[config.mk]
export PLATFORM = sky130hd
export DESIGN_NAME = pc_predict
export DESIGN_NICKNAME = d
export VERILOG_FILES = /design/src/rtl/y86_pkg.sv /design/src/rtl/ras_stack.sv /design/src/rtl/pc_predict.sv
export SDC_FILE = /design/constraint.sdc
export NUM_CORES = 1
export LEC_CHECK = 0
export BUFFER_PORTS_ARGS = -buffer_cell sky130_fd_sc_hd__buf_2
export CORE_MARGIN = 5
export CORE_UTILIZATION = 45
export CTS_CLUSTER_DIAMETER = 120
export DETAILED_ROUTE_END_ITERATION = 10
export PLACE_DENSITY = 0.7
export SETUP_SLACK_MARGIN = 0.02
export SLEW_MARGIN = 20
export SYNTH_ARGS = -nofsm -noshare
export SYNTH_HDL_FRONTEND = slang
export SYNTH_SLANG_ARGS = --single-unit
[constraint.sdc]
create_clock -name clock -period 11.3 [get_ports clock]
set_input_delay 2.26 -clock clock [delete_from_list [all_inputs] [get_ports clock]]
set_output_delay 2.26 -clock clock [all_outputs]
set_load 0.01 [all_outputs]
[src/rtl/y86_pkg.sv]
// Shared Y86-64 definitions: instruction codes and the default address width.
package y86_pkg;

    localparam int Y86_WIDTH = 64;

    localparam logic [3:0] IHALT   = 4'h0;
    localparam logic [3:0] INOP    = 4'h1;
    localparam logic [3:0] IRRMOVQ = 4'h2;
    localparam logic [3:0] IIRMOVQ = 4'h3;
    localparam logic [3:0] IRMMOVQ = 4'h4;
    localparam logic [3:0] IMRMOVQ = 4'h5;
    localparam logic [3:0] IOPQ    = 4'h6;
    localparam logic [3:0] IJXX    = 4'h7;
    localparam logic [3:0] ICALL   = 4'h8;
    localparam logic [3:0] IRET    = 4'h9;
    localparam logic [3:0] IPUSHQ  = 4'hA;
    localparam logic [3:0] IPOPQ   = 4'hB;

endpackage

[src/rtl/ras_stack.sv]
// Circular return-address stack with saturating count. Clear takes effect before
// a same-cycle push/pop so a correct-path call/ret after a redirect is kept.
module ras_stack #(
    parameter int WIDTH = 64,
    parameter int DEPTH = 8
) (
    input  logic                       clock,
    input  logic                       reset,
    input  logic                       push,
    input  logic                       pop,
    input  logic                       clear,
    input  logic [WIDTH-1:0]           data,
    output logic [WIDTH-1:0]           top,
    output logic [$clog2(DEPTH):0]     count
);

    localparam int PTR_W = $clog2(DEPTH);
    localparam int CNT_W = PTR_W + 1;
    localparam logic [PTR_W-1:0] PTR_ONE = PTR_W'(1);
    localparam logic [CNT_W-1:0] CNT_ONE = CNT_W'(1);
    localparam logic [CNT_W-1:0] FULL    = CNT_W'(DEPTH);

    logic [WIDTH-1:0] mem [DEPTH];
    logic [PTR_W-1:0] ptr;
    logic [PTR_W-1:0] base_ptr;
    logic [PTR_W-1:0] next_ptr;
    logic [CNT_W-1:0] count_q;
    logic [CNT_W-1:0] base_cnt;
    logic [CNT_W-1:0] next_cnt;

    // ptr names the next free slot; DEPTH is a power of two so it wraps naturally
    // and a push into a full stack lands on the oldest entry.
    always_comb begin
        base_ptr = clear ? '0 : ptr;
        base_cnt = clear ? '0 : count_q;
        next_ptr = base_ptr;
        next_cnt = base_cnt;
        if (push) begin
            next_ptr = base_ptr + PTR_ONE;
            if (base_cnt != FULL) begin
                next_cnt = base_cnt + CNT_ONE;
            end
        end else if (pop && base_cnt != '0) begin
            next_ptr = base_ptr - PTR_ONE;
            next_cnt = base_cnt - CNT_ONE;
        end
    end

    always_ff @(posedge clock) begin
        if (!reset) begin
            ptr     <= '0;
            count_q <= '0;
        end else begin
            ptr     <= next_ptr;
            count_q <= next_cnt;
        end
    end

    always_ff @(posedge clock) begin
        if (reset && push) begin
            mem[base_ptr] <= data;
        end
    end

    assign top   = mem[ptr - PTR_ONE];
    assign count = count_q;

endmodule

[src/rtl/pc_predict.sv]
// Fetch-stage PC select and next-PC predictor: valC for call/jXX, RAS for ret,
// with redirects from a not-taken jXX at M or a mispredicted ret at W.
module pc_predict
    import y86_pkg::*;
#(
    parameter int               WIDTH     = Y86_WIDTH,
    parameter int               RAS_DEPTH = 8,
    parameter logic [WIDTH-1:0] RESET_PC  = '0,
    parameter bit               USE_RAS   = 1'b1
) (
    input  logic                         clock,
    input  logic                         reset,
    input  logic                         F_stall,
    input  logic                         f_valid,
    input  logic [3:0]                   f_icode,
    input  logic [WIDTH-1:0]             f_valC,
    input  logic [WIDTH-1:0]             f_valP,
    input  logic [3:0]                   M_icode,
    input  logic                         M_Cnd,
    input  logic [WIDTH-1:0]             M_valA,
    input  logic [3:0]                   W_icode,
    input  logic [WIDTH-1:0]             W_valM,
    input  logic [WIDTH-1:0]             W_predRet,
    output logic [WIDTH-1:0]             f_pc,
    output logic [WIDTH-1:0]             f_predRet,
    output logic [WIDTH-1:0]             F_predPC,
    output logic                         mispredict_jxx,
    output logic                         mispredict_ret,
    output logic [$clog2(RAS_DEPTH):0]   ras_count
);

    logic [WIDTH-1:0] ras_top;
    logic [WIDTH-1:0] pred_pc;
    logic             ras_push;
    logic             ras_pop;
    logic             redirect;

    // The ret at W is older than the jXX at M, so it wins and the jXX is wrong-path.
    assign mispredict_ret = (W_icode == IRET) && (W_valM != W_predRet);
    assign mispredict_jxx = (M_icode == IJXX) && !M_Cnd && !mispredict_ret;
    assign redirect       = mispredict_ret || mispredict_jxx;

    always_comb begin
        f_pc = F_predPC;
        if (mispredict_ret) begin
            f_pc = W_valM;
        end else if (mispredict_jxx) begin
            f_pc = M_valA;
        end
    end

    assign f_predRet = (USE_RAS && ras_count != '0) ? ras_top : f_valP;

    always_comb begin
        pred_pc = f_valP;
        if (f_valid) begin
            case (f_icode)
                ICALL, IJXX: pred_pc = f_valC;
                IRET:        pred_pc = f_predRet;
                default:     pred_pc = f_valP;
            endcase
        end
    end

    assign ras_push = f_valid && (f_icode == ICALL) && !F_stall;
    assign ras_pop  = f_valid && (f_icode == IRET) && !F_stall;

    always_ff @(posedge clock) begin
        if (!reset) begin
            F_predPC <= RESET_PC;
        end else if (!F_stall) begin
            F_predPC <= pred_pc;
        end
    end

    ras_stack #(
        .WIDTH (WIDTH),
        .DEPTH (RAS_DEPTH)
    ) u_ras (
        .clock (clock),
        .reset (reset),
        .push  (ras_push),
        .pop   (ras_pop),
        .clear (redirect),
        .data  (f_valP),
        .top   (ras_top),
        .count (ras_count)
    );

endmodule

=== After elaboration in Yosys (flattened, before gate mapping) ===
Memory sizes are Yosys's and may differ from the RTL's.
Index checks and enable logic that the tools add are counted.

* Flip-flop bits (word level): 71
* Output and inout port bits: 198
* Bits in writable memories: 512
* Memory bits (read-only): 0
* Bits in latches: 0
* Memories kept: 1
* Logic and storage cells: 46
* Input bits: 337

{| class="wikitable"
|+ Memories
! name !! depth !! width !! read ports !! clocked after Yosys merged registers in !! wr ports !! RTL line !! text
|-
| u_ras.mem || 8 || 64 || 1 || 0 || 1 || ras_stack.sv:23 || <nowiki>logic [WIDTH-1:0] mem [DEPTH];</nowiki>
|}

* Magnitude comparators: 0
* Add/subtract/negate cells: 5
* Reduce and logical (&&, ||, !) cells: 16
* Bitwise logic cells: 0
* Multiply operators: 0
* Eq/ne operators: 7
* Multiplexer cells: 14
* Shift-type cells: 0
* Divide/modulo/power cells: 0

{| class="wikitable"
|+ Operators by type and width
! cell !! count
|-
| two-way mux 64 bit || 4
|-
| case mux 64 bit (2 select lines) || 1
|-
| inequality test 64 bit || 1
|-
| two-way mux 4 bit || 4
|-
| equality test 4 bit, second input constant || 3
|-
| logical AND 1 bit || 9
|-
| two-way mux 3 bit || 3
|-
| equality test 4 x 3 -> 1 bit, second input constant || 2
|-
| nonzero test 4 bit || 2
|-
| subtractor 3 x 1 -> 3 bit, second input constant || 2
|-
| adder 4 x 1 -> 4 bit, second input constant || 1
|-
| inequality test 4 bit, second input constant || 1
|-
| subtractor 4 x 1 -> 4 bit, second input constant || 1
|-
| adder 3 x 1 -> 3 bit, second input constant || 1
|-
| zero test 1 bit || 3
|-
| two-way mux 1 bit || 2
|-
| OR reduction 2 bit || 1
|-
| logical OR 1 bit || 1
|}

=== Depth between registers and ports, before layout ===
Gate-level depths: netlist of run 1.

* Depth in word-level cells: 10
* Mapped depth: 14
* Gate-level depth less buffers: 13

=== Cells and area by module ===
A second synthesis of run 1 with hierarchy kept.

* Cells, all modules: 1466
* Area total of the unflattened synthesis: 25899.8 µm²

{| class="wikitable"
|+ Modules (own cells, without submodules)
! module !! instances !! area an instance (µm²) !! cells an instance !! sequential area each (µm²)
|-
| ras_stack || 1 || 19731.4 || 813 || 15514.9
|-
| pc_predict || 1 || 6168.4 || 653 || 1281.2
|}

=== Worst setup path before layout of run 1 ===
OpenSTA, ideal clock, no wires.

* Path type: input-to-reg
* Start: in W_predRet[3]
* End: mem u_ras.mem[2][0] (enable)
* Required time: 10.656 ns
* Stages on the path: 7
* Setup time: 0.644 ns
* Path buffers: 0
* Data arrival time: 9.439 ns
* Slack: 1.217 ns
* Path through: xnor2_1 > nand4_1 > nor4_1 > nand4_1 > nand4_1 > nand2_1 > nor4_1

* Longest elaborated chain between the ends: 6

{| class="wikitable"
|+ Ends and longest elaborated chain
! element !! RTL line !! text
|-
| start, declared || pc_predict.sv:23 || <nowiki>input logic [WIDTH-1:0] W_predRet,</nowiki>
|-
| inequality test 64 bit (*) || pc_predict.sv:39 || <nowiki>assign mispredict_ret = (W_icode == IRET) && (W_valM != W_predRet);</nowiki>
|-
| logical AND 1 bit (*) || pc_predict.sv:39 ||
|-
| zero test 1 bit || pc_predict.sv:40 || <nowiki>assign mispredict_jxx = (M_icode == IJXX) && !M_Cnd && !mispredict_ret;</nowiki>
|-
| logical AND 1 bit || pc_predict.sv:40 ||
|-
| logical OR 1 bit (*) || pc_predict.sv:41 || <nowiki>assign redirect = mispredict_ret || mispredict_jxx;</nowiki>
|-
| two-way mux 3 bit (*) || ras_stack.sv:34 || <nowiki>base_ptr = clear ? '0 : ptr;</nowiki>
|-
| end, declared || ras_stack.sv:23 ||
|}

Every way passes the cells marked *; elsewhere a longest branch is shown, timed or not.

=== Final worst setup path of run 1 ===
* Start: in W_predRet[26]
* End: out f_pc[12]

* Longest elaborated chain between the ends: 6

{| class="wikitable"
|+ Ends and longest elaborated chain
! element !! RTL line !! text
|-
| inequality test 64 bit (*) || pc_predict.sv:39 ||
|-
| logical AND 1 bit (*) || pc_predict.sv:39 ||
|-
| zero test 1 bit || pc_predict.sv:40 ||
|-
| logical AND 1 bit || pc_predict.sv:40 ||
|-
| two-way mux 64 bit || pc_predict.sv:47 || <nowiki>end else if (mispredict_jxx) begin</nowiki>
|-
| two-way mux 64 bit (*) || pc_predict.sv:45 || <nowiki>if (mispredict_ret) begin</nowiki>
|-
| end, declared || pc_predict.sv:24 || <nowiki>output logic [WIDTH-1:0] f_pc,</nowiki>
|}

Marked as above.

==> impl_metrics.csv, run 1 <==
group,metric,value,unit
status,outcome,"finished, final reports clean",
global_route,grt_overflow,0,
global_route,grt_pass1_wl,119000,um
worst_setup_path,crit_path_start_kind,"input port",
cells_and_area,layout-drive-gt1-share,0.365,
floorplan,die-area,0.0624,mm2
placed_design,dp_hpwl,57300,um
sta,worst_slew_pin_slew,1.05,ns
worst_setup_path,crit_chain,"buf_2, xnor2_2, nand4_1, nor4_1, nand4_1, nand4_1, buf_4, nor2_1, a21oi_1, buf_2",
synthesis,synth_edf_count,512,
floorplan,initial_core_util,0.451,
sta,layout_setup_ws,3.02,ns
cells_and_area,fin_area,0.0311,mm2
route,post-route-drc-count,0,
power,leakage,12.0,nW
sta,period_share,0.733,
route,initialDrtViolationCount,1505,
worst_setup_path,max_stage_delay,0.77,ns
clock_network,cts_made_buffers,57,
placed_design,dpl.cell_count,2922,
cells_and_area,final_cells,3028,
worst_setup_path,rr_startpoint,"u_ras.ptr[0]",
power,irDropWorstVdd,0.116,mV
global_route,antenna_found_initial,2,
placed_design,post-place-ws,2.71,ns
floorplan,num_rows,88,
sta,max-slew-margin-rel,0.299,
sta,drv_slew,0,
synthesis,netlist_area,0.0259,mm2
power,power_density,159,mW/mm2
power,power,4.93,mW
floorplan,die_w,250,um
synthesis,synth_cell_type_count,55,
cells_and_area,syn_to_final_growth,20.1,%
worst_setup_path,critPathKind,"in2out",
clock_network,cts_num_sinks,583,
worst_setup_path,crit_slowest_cell,"nand4_1",
route,num_vias,17700,
clock_network,h-tree-depth,2,
sta,finalSetupViolCount,0,
synthesis,synth_warnings,0,
worst_setup_path,regToRegSetupSlack,7.13,ns
synthesis,syn_nets,2048,
route,ant_nets,0,
route,post_drt_wl_per_cell,27.5,um
sta,skew,0.0340,ns
sta,holdWs,0.533,ns
synthesis,synth_seq_area_share,0.649,
cells_and_area,utilization,0.542,
worst_setup_path,cp-end-kind,"primary output",
worst_setup_path,crit_arrival,6.02,ns
cells_and_area,final_cell_mix,"533 x buf_2, 512 x edfxtp_1, 158 x nand2_1",
worst_hold_path,min_path_cells,2,
clock_network,cts.path.max_buffers,3,
synthesis,syn_inst,1706,
placed_design,placed_area,0.0293,mm2
clock_network,cts_setup_buffers,0,
sta,setup_tns,0,ns
sta,finalCriticalPeriod,8.28,ns
global_route,grt_max_degree,81,
clock_network,cts_root_buffer,"clkbuf_16",
flow_run,maxCapViolCount,0,
sta,rsz0062_at_grt,"false",
sta,hold_viol,0,
clock_network,holdBufCountCts,0,
worst_setup_path,crit_top_cell,"nand4_1",
global_route,grt_pass1_vias,17400,
synthesis,ys_ff_latch,583,
clock_network,cts_resized,0,
placed_design,portBuffers,534,
worst_hold_path,min_path_type,"reg2reg",
cells_and_area,fin_nets,2558,
floorplan,pin_count,535,
floorplan,die_y,250,um
worst_setup_path,crit_required,9.04,ns
cells_and_area,final_common_cell,"buf_2",
global_route,grtUsageTotal,0.257,
worst_hold_path,worstHoldStart,"F_predPC[60]",
synthesis,synthArstFlopShare,0,
route,finalWirelength,83200,um
route,drt-pass1-iter-count,5,
worst_hold_path,min_to,"F_predPC[60]",
placed_design,place_congestion,1.00,
clock_network,clkLatencyLatePin,0.63,ns
worst_setup_path,path_max_fanout,49,
synthesis,ys.flop_type,"edfxtp_1",
route,via_per_inst,5.84,
clock_network,clk_pin_slew,0.06,ns
floorplan,core_area,0.0574,mm2
worst_setup_path,reg2regPathDepth,8,
clock_network,cts_tree,"done",
synthesis,avgSynthCellArea,15.2,um2
worst_setup_path,reg2reg_to,"F_predPC[2]",
sta,fmax,121,MHz
[synthesized netlist by cell type (all sizes together) (4+ instances only)]
| library cell | n | area (um2) |
|---|---|---|
| mux2i | 128 | 1280 |
| a221oi | 64 | 692 |
| nor3 | 6 | 35.0 |
| nand2b | 4 | 25.0 |
| ha | 5 | 62.6 |
| nand4 | 20 | 125 |
| nor2 | 143 | 537 |
| and3 | 4 | 25.0 |
| o21ai | 131 | 659 |
| a21oi | 73 | 365 |
| inv | 7 | 26.3 |
| xnor2 | 65 | 569 |
| a22o | 26 | 228 |
| nand2 | 160 | 601 |
| nor4 | 8 | 56.3 |
| buf | 67 | 455 |
| edfxtp | 512 | 15400 |
| clkbuf | 52 | 195 |
| mux4 | 128 | 2880 |
| dfxtp | 71 | 1420 |
[metal layers]
| metal | track usage | vias to the layer above | part of all wire |
|---|---|---|---|
| met5 | 0 | - | 0 |
| met4 | 0.0723 | 0 | 0.029 |
| met3 | 0.0420 | 127 | 0.073 |
| met2 | 0.420 | 913 | 0.48 |
| met1 | 0.360 | 8934 | 0.41 |
| li1 | - | 7709 | - |
[critical path: cells and delay by family]
kind                      cells  cell delay, ns
xor gates and xnor gates      1            0.57
buffers and inverters         3            0.85
and+or+nand+nor               5            2.13
AOI/OAI and AO/OA             1            0.17
[sequential cells by signal, indices dropped and copies added, names as in the netlist]
name	flops
F_predPC	64
u_ras.count	4
u_ras.mem	512
u_ras.ptr	3
[worst max-delay path by stage]
stage / startpoint / end / slack [ns] / cells after the start
after global placement: W_predRet[26] / f_pc[12] / 2.98 / 10
after CTS: W_predRet[26] / f_pc[12] / 2.71 / 10
after global routing: W_predRet[26] / f_pc[12] / 2.89 / 10
after floorplan: W_predRet[3] / u_ras.mem[2][0] / 1.22 / 7
final: W_predRet[26] / f_pc[12] / 3.02 / 10
after detailed placement: W_predRet[26] / f_pc[12] / 2.71 / 10
[area by class of cell]
cell class / count / area, um2
repair buffers: 570 / 2960
diodes: 3 / 7.51
clock buffers: 75 / 1560
clock inverters: 28 / 245
multi-input cells: 996 / 8550
flip-flops and latches: 583 / 16800
fillers: 4718 / 26300
inverters: 8 / 30.0
well taps: 765 / 957
[power breakdown]
group	switching (mW)	total (mW)	internal (mW)	leakage [nW]
Clock	0.794	1.82	1.02	0.881
Sequential	0.0233	2.38	2.36	5.19
Combinational	0.477	0.735	0.258	5.97
[cells by family (layout without fill, tap and decap cells)]
group                      Yosys count  count (layout)  synth area share
muxes                              256             256             0.161
buffers and inverters              127             681            0.0263
adders and majority gates            5               5           0.00242
AOI/OAI and AO/OA                  310             310            0.0803
other                                0               3                 0
DFF                                583             583             0.649
and+or+nand+nor                    359             359            0.0585
xor gates and xnor gates            66              66            0.0230
Power figures use the tool's default switching activity.
==> run 2: changes to the inputs <==
--- a/config.mk
+++ b/config.mk
@@ -10,7 +10,7 @@
 export CORE_UTILIZATION = 45
 export CTS_CLUSTER_DIAMETER = 120
 export DETAILED_ROUTE_END_ITERATION = 10
-export PLACE_DENSITY = 0.7
+export PLACE_DENSITY = 0.72
 export SETUP_SLACK_MARGIN = 0.02
 export SLEW_MARGIN = 20
 export SYNTH_ARGS = -nofsm -noshare
==> constraint.sdc (replaced) <==
create_clock -name clock -period 7.4 [get_ports clock]
set_input_delay 1.48 -clock clock [delete_from_list [all_inputs] [get_ports clock]]
set_output_delay 1.48 -clock clock [all_outputs]
set_load 0.01 [all_outputs]
==> run 2 against run 1 <==
Net effect:
- critical endpoint is now f_pc[24]
- first-iteration DRC count grew 20%
- design area grew 0.68%
- setup slack got worse by 1.9 ns
- routed wire length up 1.2%
- worst hold slack worse by 0.0072 ns
- count of clock-buffer cells in the layout is 7 higher
- critical path depth unchanged
- global-route usage up 0.42 points
- combinational power is 55% higher
- via count grew 1.2%
- critical path type unchanged
==> impl_metrics.csv, run 2 (same netlist as run 1, synthesis figures left out) <==
group,metric,value,unit
worst_setup_path,crit_slowest_cell,"xnor2_1",
clock_network,holdBufCountCts,0,
route,finalWirelength,84200,um
sta,drv_slew,0,
worst_setup_path,crit_required,5.92,ns
global_route,grt_overflow,0,
placed_design,place_congestion,0.997,
global_route,grt_max_degree,101,
flow_run,maxCapViolCount,0,
cells_and_area,fill_cells,4585,
cells_and_area,largest_reg_flops,512,
worst_setup_path,cpLargestDelayFamily,"simple AND/OR/NAND/NOR gates",
sta,rsz0062_at_grt,"false",
placed_design,placed_area,0.0294,mm2
floorplan,num_rows,88,
clock_network,cts_setup_buffers,0,
floorplan,die_w,250,um
cells_and_area,fin_nets,2564,
sta,worst_slew_pin_slew,1.15,ns
clock_network,h-tree-depth,2,
sta,skew,0.0163,ns
worst_setup_path,cp-end-kind,"primary output",
clock_network,cts_made_buffers,58,
clock_network,clkLatencyLatePin,0.63,ns
cells_and_area,seq_area,0.0168,mm2
cells_and_area,final_cell_mix,"533 x buf_2, 512 x edfxtp_1, 158 x nand2_1",
global_route,grtUsageTotal,0.261,
worst_setup_path,crit_chain,"buf_2, xnor2_1, nand4_1, nor4_1, nand4_1, nand4_1, buf_4, nor2_1, a21oi_1, buf_2",
worst_setup_path,cp_num_buf_inv,3,
cells_and_area,final_common_cell,"buf_2",
route,drt-pass1-iter-count,7,
status,outcome,"finished, final reports clean",
cells_and_area,syn_to_final_growth,21.0,%
sta,hold_viol,0,
floorplan,die_y,250,um
route,ant_nets,0,
worst_setup_path,crit_arrival,4.80,ns
clock_network,cts_tree,"done",
clock_network,clk_pin_slew,0.06,ns
sta,fmax,159,MHz
cells_and_area,fin_area,0.0313,mm2
cells_and_area,largest-register,"u_ras.mem",
route,initialDrtViolationCount,1810,
cells_and_area,layout-drive-gt1-share,0.363,
floorplan,initial_core_util,0.451,
route,via_per_inst,5.88,
placed_design,portBuffers,534,
sta,holdWs,0.525,ns
worst_setup_path,crit_path_start_kind,"input port",
cells_and_area,multi_input_area,0.00855,mm2
sta,setup_tns,0,ns
worst_setup_path,crit_top_cell,"nand4_1",
route,post_drt_wl_per_cell,27.7,um
route,num_vias,17900,
clock_network,cts_num_sinks,583,
sta,period_share,0.849,
global_route,antenna_found_initial,15,
clock_network,cts_root_buffer,"clkbuf_16",
power,irDropWorstVdd,0.187,mV
worst_setup_path,path_max_fanout,44,
worst_setup_path,max_stage_delay,0.80,ns
floorplan,pin_count,535,
sta,finalCriticalPeriod,6.28,ns
power,leakage,12.1,nW
clock_network,cts_resized,0,
worst_setup_path,critPathKind,"in2out",
clock_network,cts.path.max_buffers,3,
floorplan,die-area,0.0624,mm2
route,post-route-drc-count,0,
sta,max-slew-margin-rel,0.236,
power,power_density,244,mW/mm2
worst_hold_path,min_path_type,"reg2reg",
global_route,grt_pass1_wl,121000,um
sta,finalSetupViolCount,0,
placed_design,dp_hpwl,57400,um
floorplan,core_area,0.0574,mm2
global_route,grt_pass1_vias,17900,
run 2: cell count changes in the layout (fill, tap and decap cells not counted), moves of 2 or more:
cell	change
bufinv_16	+3
clkbuf_1	+11
buf_12	+9
buf_4	-4
clkbuf_8	-5
diode_2	+4
inv_16	+2
run 2: cell type report:
class	count	area share
antenna	7	0.000559
sequential	583	0.536
tap	765	0.0306
inverter	8	0.000959
clock buffer	82	0.0499
clock inverter	28	0.00963
multi-input combinational	996	0.273
timing repair buffer	575	0.0992
run 2: worst min-delay path: stages (launching register included):
cell,delay (ns)
dfxtp_1,0.34
o21ai_0,0.08
nor2_1,0.07
run 2: report_power, final:
group	total (mW)	internal (mW)	leakage, nW	switching (mW)
logic	1.14	0.396	6.01	0.739
clock network	2.89	1.65	0.904	1.23
registers	3.63	3.60	5.19	0.0338
total	7.65	5.65	12.1	2.01
run 2: final timing paths:
path                                     end  slack, ns          from  cells past startpoint
worst max register to register  F_predPC[50]       3.74  u_ras.ptr[0]                      7
worst min-delay path            F_predPC[48]       0.53  F_predPC[48]                      2
worst min register to register  F_predPC[48]       0.53  F_predPC[48]                      2
worst max-delay path                f_pc[24]       1.12    W_valM[32]                     10
run 2: routing by layer:
layer	vias up	part of all wire	track usage
met4	6	0.034	0.0881
met1	8963	0.40	0.362
met3	144	0.084	0.0470
met2	1055	0.48	0.420
li1	7736	-	-
met5	-	0.00055	0
run 2: stage by stage:
stage               power (mW)   util  cells  setup slack [ns]
floorplan                 4.26      -   1706             -1.90
global placement          4.81  0.513   2926              1.29
detailed placement        4.83  0.513   2926              1.26
CTS                       7.70  0.545   3036              1.23
global route              7.93  0.546   3041              1.02
finish                    7.65  0.546   3044              1.12
==> run 3: changes to the inputs <==
--- a/config.mk
+++ b/config.mk
@@ -10,7 +10,7 @@
 export CORE_UTILIZATION = 45
 export CTS_CLUSTER_DIAMETER = 120
 export DETAILED_ROUTE_END_ITERATION = 10
-export PLACE_DENSITY = 0.72
+export PLACE_DENSITY = 0.7
 export SETUP_SLACK_MARGIN = 0.02
 export SLEW_MARGIN = 20
 export SYNTH_ARGS = -nofsm -noshare
==> constraint.sdc (replaced) <==
create_clock -name clock -period 6.4 [get_ports clock]
set_input_delay 1.28 -clock clock [delete_from_list [all_inputs] [get_ports clock]]
set_output_delay 1.28 -clock clock [all_outputs]
set_load 0.01 [all_outputs]
==> run 3 against run 2 <==
Net effect:
- die area did not move
- flip-flop and latch count did not move
- combinational power rose by 16%
- design area rose by 0.56%
- power rose by 16%
- core utilization rose by 0.31 points
- clock power rose by 17%
- cell count barely moved
- largest cell class unchanged
- sequential share of layout area fell by 0.30 points
- via count rose by 0.60%
- clock skew rose by 0.0027 ns
- register-to-register slack got worse by 1.5 ns
==> impl_metrics.csv, run 3 (same netlist as run 1, synthesis figures left out) <==
group,metric,value,unit
floorplan,die_y,250,um
cells_and_area,syn_to_final_growth,21.6,%
sta,rsz0062_at_grt,"false",
cells_and_area,layout-drive-gt1-share,0.367,
power,irDropWorstVdd,0.209,mV
worst_hold_path,min_path_type,"reg2reg",
sta,worst_slew_pin_slew,1.19,ns
power,leakage,12.1,nW
sta,hold_viol,0,
worst_setup_path,crit_arrival,4.64,ns
floorplan,die-area,0.0624,mm2
global_route,grt_overflow,0,
route,num_vias,18000,
sta,skew,0.0190,ns
sta,layout_setup_ws,0.478,ns
global_route,grt_pass1_wl,122000,um
worst_setup_path,path_max_fanout,53,
worst_setup_path,crit_required,5.12,ns
route,via_per_inst,5.91,
placed_design,portBuffers,534,
route,post_drt_wl_per_cell,28.1,um
placed_design,dpl.cell_count,2932,
clock_network,cts_setup_buffers,0,
placed_design,dp_hpwl,58300,um
global_route,grtUsageTotal,0.262,
status,outcome,"finished, final reports clean",
route,finalWirelength,85500,um
floorplan,pin_count,535,
clock_network,holdBufCountCts,0,
route,post-route-drc-count,0,
placed_design,post-place-ws,0.514,ns
clock_network,cts.path.max_buffers,3,
clock_network,clk_pin_slew,0.06,ns
clock_network,h-tree-depth,2,
global_route,grt_pass1_vias,18000,
power,power,8.91,mW
clock_network,clkLatencyLatePin,0.61,ns
floorplan,num_rows,88,
cells_and_area,largest_reg_flops,512,
sta,finalSetupViolCount,0,
global_route,grt_max_degree,71,
cells_and_area,final_cells,3046,
clock_network,cts_tree,"done",
worst_setup_path,critPathKind,"in2out",
cells_and_area,final_cell_mix,"533 x buf_2, 512 x edfxtp_1, 158 x nand2_1",
sta,period_share,0.925,
worst_setup_path,reg2regPathDepth,9,
sta,max-slew-margin-rel,0.198,
flow_run,maxCapViolCount,0,
floorplan,die_w,250,um
route,ant_nets,0,
sta,finalCriticalPeriod,5.92,ns
worst_hold_path,min_path_cells,2,
clock_network,cts_root_buffer,"clkbuf_16",
global_route,antenna_found_initial,9,
route,drt-pass1-iter-count,5,
cells_and_area,final_common_cell,"buf_2",
sta,fmax,169,MHz
worst_setup_path,crit_path_start_kind,"input port",
route,initialDrtViolationCount,1672,
clock_network,cts_resized,0,
sta,holdWs,0.536,ns
clock_network,cts_num_sinks,583,
cells_and_area,largest-register,"u_ras.mem",
clock_network,cts_made_buffers,57,
cells_and_area,utilization,0.549,
worst_setup_path,cp-end-kind,"primary output",
cells_and_area,fin_nets,2568,
floorplan,initial_core_util,0.451,
floorplan,core_area,0.0574,mm2
power,power_density,283,mW/mm2
placed_design,place_congestion,1.02,
sta,drv_slew,0,
## run 3: final timing paths
check / start / end / slack, ns
worst max register to register: u_ras.ptr[0] / F_predPC[56] / 2.26
worst min-delay path: F_predPC[27] / F_predPC[27] / 0.54
worst min register to register: F_predPC[27] / F_predPC[27] / 0.54
worst max-delay path: W_valM[14] / f_pc[37] / 0.48
## run 3: worst max-delay path, cell delays in order
cell and delay, ns:
buf_2 0.13, xnor2_1 0.92, nand4_1 0.37, nor4_1 0.53, nand4_1 0.15, nand4_1 0.20, buf_4 0.53, nor2_1 0.10
a21oi_1 0.21, buf_2 0.17
## run 3: report_power, final
group	leakage [nW]	internal [mW]	switching [mW]
registers	5.19	4.16	0.0429
clock network	0.904	1.96	1.43
logic	6.06	0.460	0.860
total	12.1	6.58	2.33
## run 3: layer usage
| layer | wire (um) | share of wire | vias to the layer above | track usage |
|---|---|---|---|---|
| met1 | 34800 | 0.41 | 9143 | 0.362 |
| met4 | 2360 | 0.028 | 4 | 0.0743 |
| met2 | 41300 | 0.48 | 983 | 0.427 |
| li1 | - | - | 7739 | - |
| met3 | 7040 | 0.082 | 143 | 0.0530 |
| met5 | 27 | 0.00032 | - | 0 |
## run 3: area by class of cell
| type | count | area (um2) |
|---|---|---|
| clock buffer | 79 | 1570 |
| fill | 4579 | 25900 |
| timing repair buffer | 580 | 3240 |
| sequential | 583 | 16800 |
| inverter | 8 | 30.0 |
| antenna | 6 | 15.0 |
| tap | 765 | 957 |
| clock inverter | 29 | 315 |
| multi-input combinational | 996 | 8570 |
## run 3: metrics by stage
stage | instance area [um2] | setup TNS, ns
after floorplan | 25900 | -2.38
after global placement | 29600 | 0
after detailed placement | 29600 | 0
after CTS | 31500 | 0
after global routing | 31500 | 0
final | 31500 | 0
